===== src/rtl/difftest_commit_queue.sv =====
`default_nettype none
// ============================================================================
// Module      : difftest_commit_queue
// Description : Multi-lane commit record queue for difftest. Each cycle up to
//               CHANNELS commit lanes are compacted (ascending lane order,
//               lane 0 oldest) into a circular buffer and drained one record
//               per cycle through a valid/ready head port. A group arriving
//               when fewer than CHANNELS entries are free is dropped whole
//               and counted. An ebreak record blocks further enqueue; its
//               dequeue raises halted.
// Ports       : clock, reset (async, active low)
//               commit_valid/commit_pc/commit_debug_pc/commit_flags (lanes in)
//               in_ready, out_valid/out_ready, out_pc/out_debug_pc/out_flags
//               halted, overflow, drop_cnt
//               out_timestamp (only with DIFFTEST_TIMESTAMP_EN)
// Options     : `define DIFFTEST_TIMESTAMP_EN adds a 64-bit cycle stamp per
//               record and the out_timestamp port.
// Revision    : 1.0 - initial release
// ============================================================================
module difftest_commit_queue #(
    parameter int DATA_W   = 64,
    parameter int CHANNELS = 2,
    parameter int DEPTH    = 8
) (
    input  logic                         clock,
    input  logic                         reset,
    input  logic [CHANNELS-1:0]          commit_valid,
    input  logic [CHANNELS*DATA_W-1:0]   commit_pc,
    input  logic [CHANNELS*DATA_W-1:0]   commit_debug_pc,
    input  logic [CHANNELS*3-1:0]        commit_flags,
    output logic                         in_ready,
    output logic                         out_valid,
    input  logic                         out_ready,
    output logic [DATA_W-1:0]            out_pc,
    output logic [DATA_W-1:0]            out_debug_pc,
    output logic [2:0]                   out_flags,
    output logic                         halted,
    output logic                         overflow,
`ifdef DIFFTEST_TIMESTAMP_EN
    output logic [63:0]                  out_timestamp,
`endif
    output logic [15:0]                  drop_cnt
);

    localparam int c_ADDR_W = $clog2(DEPTH);
    localparam int c_PTR_W  = c_ADDR_W + 1;
    localparam int c_LCNT_W = $clog2(CHANNELS + 1);
    localparam int c_EBREAK = 2;   // flag bit position of ebreak

    // ------------------------------------------------------------------
    // State
    // ------------------------------------------------------------------
    logic [c_PTR_W-1:0]  r_wr_ptr;
    logic [c_PTR_W-1:0]  r_rd_ptr;
    logic                r_blocked;
    logic                r_halted;
    logic                r_overflow;
    logic [15:0]         r_drop_cnt;

    logic [DATA_W-1:0]   r_mem_pc    [DEPTH];
    logic [DATA_W-1:0]   r_mem_dpc   [DEPTH];
    logic [2:0]          r_mem_flags [DEPTH];

    // ------------------------------------------------------------------
    // Occupancy
    // ------------------------------------------------------------------
    logic [c_PTR_W-1:0]  w_count;
    logic [c_PTR_W-1:0]  w_free;
    logic                w_full;
    logic                w_empty;
    logic [c_ADDR_W-1:0] w_rd_addr;
    logic                w_pop;

    // Pointer difference modulo 2*DEPTH yields 0..DEPTH directly.
    assign w_count   = r_wr_ptr - r_rd_ptr;
    assign w_free    = c_PTR_W'(DEPTH) - w_count;
    assign w_full    = (r_wr_ptr[c_PTR_W-1] != r_rd_ptr[c_PTR_W-1]) &&
                       (r_wr_ptr[c_ADDR_W-1:0] == r_rd_ptr[c_ADDR_W-1:0]);
    assign w_empty   = (r_wr_ptr == r_rd_ptr);
    assign w_rd_addr = r_rd_ptr[c_ADDR_W-1:0];

    // reset gates in_ready so nothing is offered while reset is held low.
    assign in_ready  = reset && !r_blocked && !w_full &&
                       (w_free >= c_PTR_W'(CHANNELS));
    assign out_valid = !w_empty;
    assign w_pop     = out_valid && out_ready;

    assign out_pc       = r_mem_pc[w_rd_addr];
    assign out_debug_pc = r_mem_dpc[w_rd_addr];
    assign out_flags    = r_mem_flags[w_rd_addr];
    assign halted       = r_halted;
    assign overflow     = r_overflow;
    assign drop_cnt     = r_drop_cnt;

    // ------------------------------------------------------------------
    // Lane compaction: each accepted lane gets the next free slot after
    // the lanes below it. An ebreak lane closes the group; higher lanes
    // are silently discarded.
    // ------------------------------------------------------------------
    logic                w_accept;
    logic [c_PTR_W-1:0]  w_push_cnt;
    logic                w_stop;
    logic [CHANNELS-1:0] w_lane_we;
    logic [c_ADDR_W-1:0] w_lane_addr [CHANNELS];

    assign w_accept = in_ready && (|commit_valid);

    always_comb begin
        w_push_cnt = '0;
        w_stop     = 1'b0;
        w_lane_we  = '0;
        for (int i = 0; i < CHANNELS; i++) begin
            w_lane_addr[i] = '0;
            if (w_accept && commit_valid[i] && !w_stop) begin
                w_lane_we[i]   = 1'b1;
                w_lane_addr[i] = r_wr_ptr[c_ADDR_W-1:0] + w_push_cnt[c_ADDR_W-1:0];
                w_push_cnt     = w_push_cnt + 1'b1;
                if (commit_flags[i*3 + c_EBREAK]) begin
                    w_stop = 1'b1;
                end
            end
        end
    end

    // ------------------------------------------------------------------
    // Drop accounting
    // ------------------------------------------------------------------
    logic                w_drop;
    logic [c_LCNT_W-1:0] w_valid_cnt;
    logic [16:0]         w_drop_sum;

    assign w_drop = (|commit_valid) && !in_ready;

    always_comb begin
        w_valid_cnt = '0;
        for (int i = 0; i < CHANNELS; i++) begin
            w_valid_cnt = w_valid_cnt + c_LCNT_W'(commit_valid[i]);
        end
    end

    assign w_drop_sum = {1'b0, r_drop_cnt} + 17'(w_valid_cnt);

    // ------------------------------------------------------------------
    // Control registers
    // ------------------------------------------------------------------
    always_ff @(posedge clock or negedge reset) begin
        if (!reset) begin
            r_wr_ptr   <= '0;
            r_rd_ptr   <= '0;
            r_blocked  <= 1'b0;
            r_halted   <= 1'b0;
            r_overflow <= 1'b0;
            r_drop_cnt <= '0;
        end else begin
            r_wr_ptr <= r_wr_ptr + w_push_cnt;
            if (w_pop) begin
                r_rd_ptr <= r_rd_ptr + 1'b1;
                if (r_mem_flags[w_rd_addr][c_EBREAK]) begin
                    r_halted <= 1'b1;
                end
            end
            if (w_stop) begin
                r_blocked <= 1'b1;
            end
            if (w_drop) begin
                r_overflow <= 1'b1;
                r_drop_cnt <= w_drop_sum[16] ? 16'hFFFF : w_drop_sum[15:0];
            end
        end
    end

    // ------------------------------------------------------------------
    // Record storage (no reset needed; contents are gated by out_valid)
    // ------------------------------------------------------------------
    always_ff @(posedge clock) begin
        for (int i = 0; i < CHANNELS; i++) begin
            if (w_lane_we[i]) begin
                r_mem_pc[w_lane_addr[i]]    <= commit_pc[i*DATA_W +: DATA_W];
                r_mem_dpc[w_lane_addr[i]]   <= commit_debug_pc[i*DATA_W +: DATA_W];
                r_mem_flags[w_lane_addr[i]] <= commit_flags[i*3 +: 3];
            end
        end
    end

`ifdef DIFFTEST_TIMESTAMP_EN
    // ------------------------------------------------------------------
    // Free-running cycle stamp stored alongside each record
    // ------------------------------------------------------------------
    logic [63:0] r_cycle;
    logic [63:0] r_mem_ts [DEPTH];

    always_ff @(posedge clock or negedge reset) begin
        if (!reset) begin
            r_cycle <= '0;
        end else begin
            r_cycle <= r_cycle + 64'd1;
        end
    end

    always_ff @(posedge clock) begin
        for (int i = 0; i < CHANNELS; i++) begin
            if (w_lane_we[i]) begin
                r_mem_ts[w_lane_addr[i]] <= r_cycle;
            end
        end
    end

    assign out_timestamp = r_mem_ts[w_rd_addr];
`endif

endmodule
`default_nettype wire


===== config.mk =====
export PLATFORM = sky130hd
export DESIGN_NAME = difftest_commit_queue
export DESIGN_NICKNAME = d
export VERILOG_FILES = /design/src/rtl/difftest_commit_queue.sv
export SDC_FILE = /design/constraint.sdc
export NUM_CORES = 2
export LEC_CHECK = 0
export CAP_MARGIN = 20
export CORE_AREA = 3 3 350 352
export CTS_BUF_LIST = sky130_fd_sc_hd__clkbuf_16
export CTS_CLUSTER_SIZE = 30
export DETAILED_ROUTE_END_ITERATION = 8
export DIE_AREA = 0 0 353 355
export PLACE_DENSITY = 0.72
export RECOVER_POWER = 100
export SLEW_MARGIN = 40
export SYNTH_ARGS = -nofsm -noshare
export SYNTH_HDL_FRONTEND = slang
export SYNTH_SLANG_ARGS = --single-unit
export TNS_END_PERCENT = 30

===== constraint.sdc =====
create_clock -name clock -period 15.9 [get_ports clock]
set_clock_uncertainty 0.1 [all_clocks]
set_input_delay 3.18 -clock clock [delete_from_list [all_inputs] [get_ports clock]]
set_output_delay 3.18 -clock clock [all_outputs]
set_load 0.01 [all_outputs]

==> impl_metrics.yaml <==
status:
  run_status: "complete, but fails checks"
  violations_in_the_final_reports: "capacitance limit, slew limit"
setup_path:
  r2r_cells: 18
  cp.required_ps: 16220
  cpLargestDelayFamily: "buffers and inverters"
  critical_path_buf_inv_count: 5
  cp_slowest_cell: "sky130_fd_sc_hd__clkbuf_1"
  worst_ep_arrival_time_ps: 11960
  ff2ff_setup_slack_ps: 5400
  timing.critical_path.mode_cell: "sky130_fd_sc_hd__clkbuf_1"
  regToRegEndpoint: "r_mem_pc[1][1]"
  worst-path-max-fanout: 59
  origin_of_the_critical_flop_to_flop_path: "r_rd_ptr[0]"
  crit_path_max_incr_delay_ps: 2800
  crit_path_end_kind: "register"
  critical_path.cell_chain: "dlygate4sd3_1 > clkbuf_1 > nand2b_1 > a41oi_1 > o21a_1 > nand2_1 > inv_1 > ha_1 > xnor2_1 > a31oi_1 > nand3b_1 > buf_12 > clkbuf_1 > mux2_2"
  worst-path-stages: 14
  worstSetupPathType: "input port to register"
  startpoint_type: "input port"
floorplan:
  die_area_um2: 125000
  placement_rows: 127
  start_util_pct: 44.9
  die_height_um: 355
  horizontal_die_dimension_um: 353
  core_area_um2: 120000
  io_pins: 418
timing:
  final.min_clock_period_ps: 11650
  worst_hold_slack_ps: 362
  grt_setup_unrepaired: "false"
  maxSlewViolCount: 1229
  slew_headroom_pct: -182
  post-route-period-util_pct: 73.3
  setup_tns_ps: 0
  max_clock_freq_mhz: 85.9
  timing_worst_slew_pin_value_ps: 4220
  final_hold_viol_count: 0
  report.final.setup_viol: 0
clocking:
  cts_resized: 0
  cts.sinks: 1075
  number_of_buffers_inserted_for_hold_repair_after_clock_tree_synthesis: 0
  clock_latency_ps: 690
  clock_tree.buffer_depth: 3
  numCtsBuffers: 114
  clock_tree_from_tritoncts: "built"
  cts_setup_buffers: 0
  cts.reportedPaths.clkPinSlew_ps: 60
  cts_root_buf: "sky130_fd_sc_hd__clkbuf_16"
  ctsHtreeMaxLevel: 3
layout:
  area_delta_synth_final_pct: 16.8
  final_core_utilization_pct: 52.4
  fillers: 9695
  nets: 3552
  postLayoutCellArea_um2: 62700
  drive_gt1_share_pct: 47.4
  stdcell_count: 5010
power_and_ir_drop:
  power_density_nw_per_um2: 137
  power_leakage_nw: 20.2
  max-vdd-ir-drop_mv: 0.113
global_routing:
  antenna_found_initial: 48
  first_global_vias: 31200
  grt_pass1_wl_um: 208000
  globalRoute.totalOverflow: 0
  global_router_s_overall_resource_usage_pct: 22.1
  grt_max_degree: 107
job:
  timing.max_cap.violations: 35
logic_synthesis:
  synthesis.area_um2: 53700
  synth_adder_area_share_pct: 0.368
  synth-seq-cells: 1075
  number_of_enable_type_register_cells_in_the_synthesized_netlist: 1048
  yosys.area.top_type_share_pct: 58.6
  cell_taking_the_most_area_after_synthesis: "sky130_fd_sc_hd__edfxtp_1"
  simple_gate_area_share_of_the_yosys_netlist_pct: 0.681
  synth.top_cells.by_area: "sky130_fd_sc_hd__edfxtp_1, sky130_fd_sc_hd__mux2_2, sky130_fd_sc_hd__mux4_2, sky130_fd_sc_hd__dfrtp_1, sky130_fd_sc_hd__buf_6"
  yosys_warnings: 0
  synth-seq-area-share_pct: 59.9
  synthXorXnorAreaFrac_pct: 0.161
  postSynthNetCount: 3147
  synth_cell_type_count: 57
  synth-compound-area-share_pct: 0.620
  synthesis.instances: 2866
  proportion_of_register_bits_with_asynchronous_set_or_reset_after_synthesis_pct: 2.51
  combinational_family_with_the_most_area_after_synthesis: "multiplexers"
  syn-mean-instance-area_um2: 18.7
  yosys-mux-area-fraction_pct: 35.9
  ys_dominant_reg_cell: "sky130_fd_sc_hd__edfxtp_1"
routing:
  routedWlPerCell_um: 27.9
  drc: 0
  detailroute.via_count: 29300
  drt_iter0_markers: 2478
  drt_first_pass_iters: 5
  detail_route.vias_per_cell: 5.85
  ant_nets: 0
  route.final.wire_length_um: 140000
min_path:
  min-delay-start: "overflow"
  hold-path-cell-count: 1
  worst_min_delay_path_class: "register to register"
  worstHoldEndpoint: "overflow"
placement:
  detailed_place.area_um2: 59500
  place_inst: 4762
  gp_congestion: 0.821
  buffer_ports.inserted: 417
  dp_hpwl_um: 79200
-- final cells by class --
cell class                      count  area (um^2)  share of cell area (%)
Sequential cell                  1075        32200                    51.3
Multi-Input combinational cell   1577        20200                    32.2
Timing Repair Buffer              483         4680                    7.46
Clock buffer                      117         2930                    4.67
Tap cell                         1612         2020                    3.22
Clock inverter                     90          559                   0.892
Antenna cell                       36         90.1                   0.144
Inverter                           20         75.1                   0.120
-- per-layer routing --
metal | up-vias | routed length [um] | share of wire [%] | global-route usage [%]
met3 | 209 | 8970 | 6.4 | 4.89
li1 | 12700 | - | - | -
met5 | - | 122 | 0.087 | 0
met1 | 15500 | 57400 | 41 | 29.1
met4 | 20 | 3350 | 2.4 | 6.47
met2 | 898 | 70000 | 50 | 36.9
-- how the worst max path moves through the flow --
| stage | start | to |
|---|---|---|
| detailed placement | reset | r_mem_dpc[2][11] |
| finish | reset | r_mem_pc[1][1] |
| CTS | reset | r_mem_pc[2][52] |
| global route | reset | r_mem_pc[1][1] |
| floorplan | reset | r_mem_dpc[1][0] |
| global placement | reset | r_mem_dpc[7][0] |
-- through the flow --
step | total power, mW | setup slack (ps)
after floorplan | 5.08 | -2640
after global placement | 6.25 | 6270
after detailed placement | 6.28 | 6430
after CTS | 8.81 | 7170
after global routing | 8.94 | 3590
final | 8.59 | 4250
-- power by group --
part	leakage [nW]	internal (mW)	total, mW	switching, mW
Clock	1.84	1.43	2.52	1.09
Combinational	8.64	1.47	2.76	1.28
Sequential	9.75	3.22	3.31	0.0962
-- cell usage in the layout, fill, tap and decap left out, types with 15 or more instances in the layout --
| master | Yosys | final |
|---|---|---|
| sky130_fd_sc_hd__mux2_2 | 1154 | 1152 |
| sky130_fd_sc_hd__dfrtp_1 | 27 | 25 |
| sky130_fd_sc_hd__dlygate4sd3_1 | 0 | 145 |
| sky130_fd_sc_hd__clkbuf_16 | 0 | 117 |
| sky130_fd_sc_hd__nand2_1 | 15 | 15 |
| sky130_fd_sc_hd__clkbuf_1 | 45 | 37 |
| sky130_fd_sc_hd__diode_2 | 0 | 36 |
| sky130_fd_sc_hd__inv_1 | 18 | 54 |
| sky130_fd_sc_hd__mux2_1 | 31 | 33 |
| sky130_fd_sc_hd__edfxtp_1 | 1048 | 1048 |
| sky130_fd_sc_hd__mux4_2 | 262 | 262 |
| sky130_fd_sc_hd__clkdlybuf4s50_1 | 0 | 272 |
| sky130_fd_sc_hd__clkinv_1 | 1 | 30 |
-- synthesized netlist by cell type (all sizes together) (4+ instances only) --
master and count:
a21oi 7, a31oi 8, buf 149, clkbuf 45
dfrtp 27, edfxtp 1048, ha 11, inv 19
mux2 1185, mux4 262, nand2 15, nand3 9
nand3b 4, nand4 4, nor2 12, nor3 7
xnor2 6
-- cells by family after synthesis --
kind of cell | Yosys count
XOR/XNOR | 9
AND/OR/NAND/NOR | 65
multiplexers | 1447
adder cells (fa/ha/maj) | 14
AO/OA/AOI/OAI | 42
flip-flops | 1075
buffers and inverters | 214
-- state kept, by name, summed over array words and instances, names as in the netlist --
name and cells:
r_wr_ptr 4, r_mem_dpc 512, halted 1, drop_cnt 16, r_blocked 1, overflow 1, r_mem_flags 24, r_rd_ptr 4
r_mem_pc 512
Note: power is estimated with default switching activity, not from simulation.
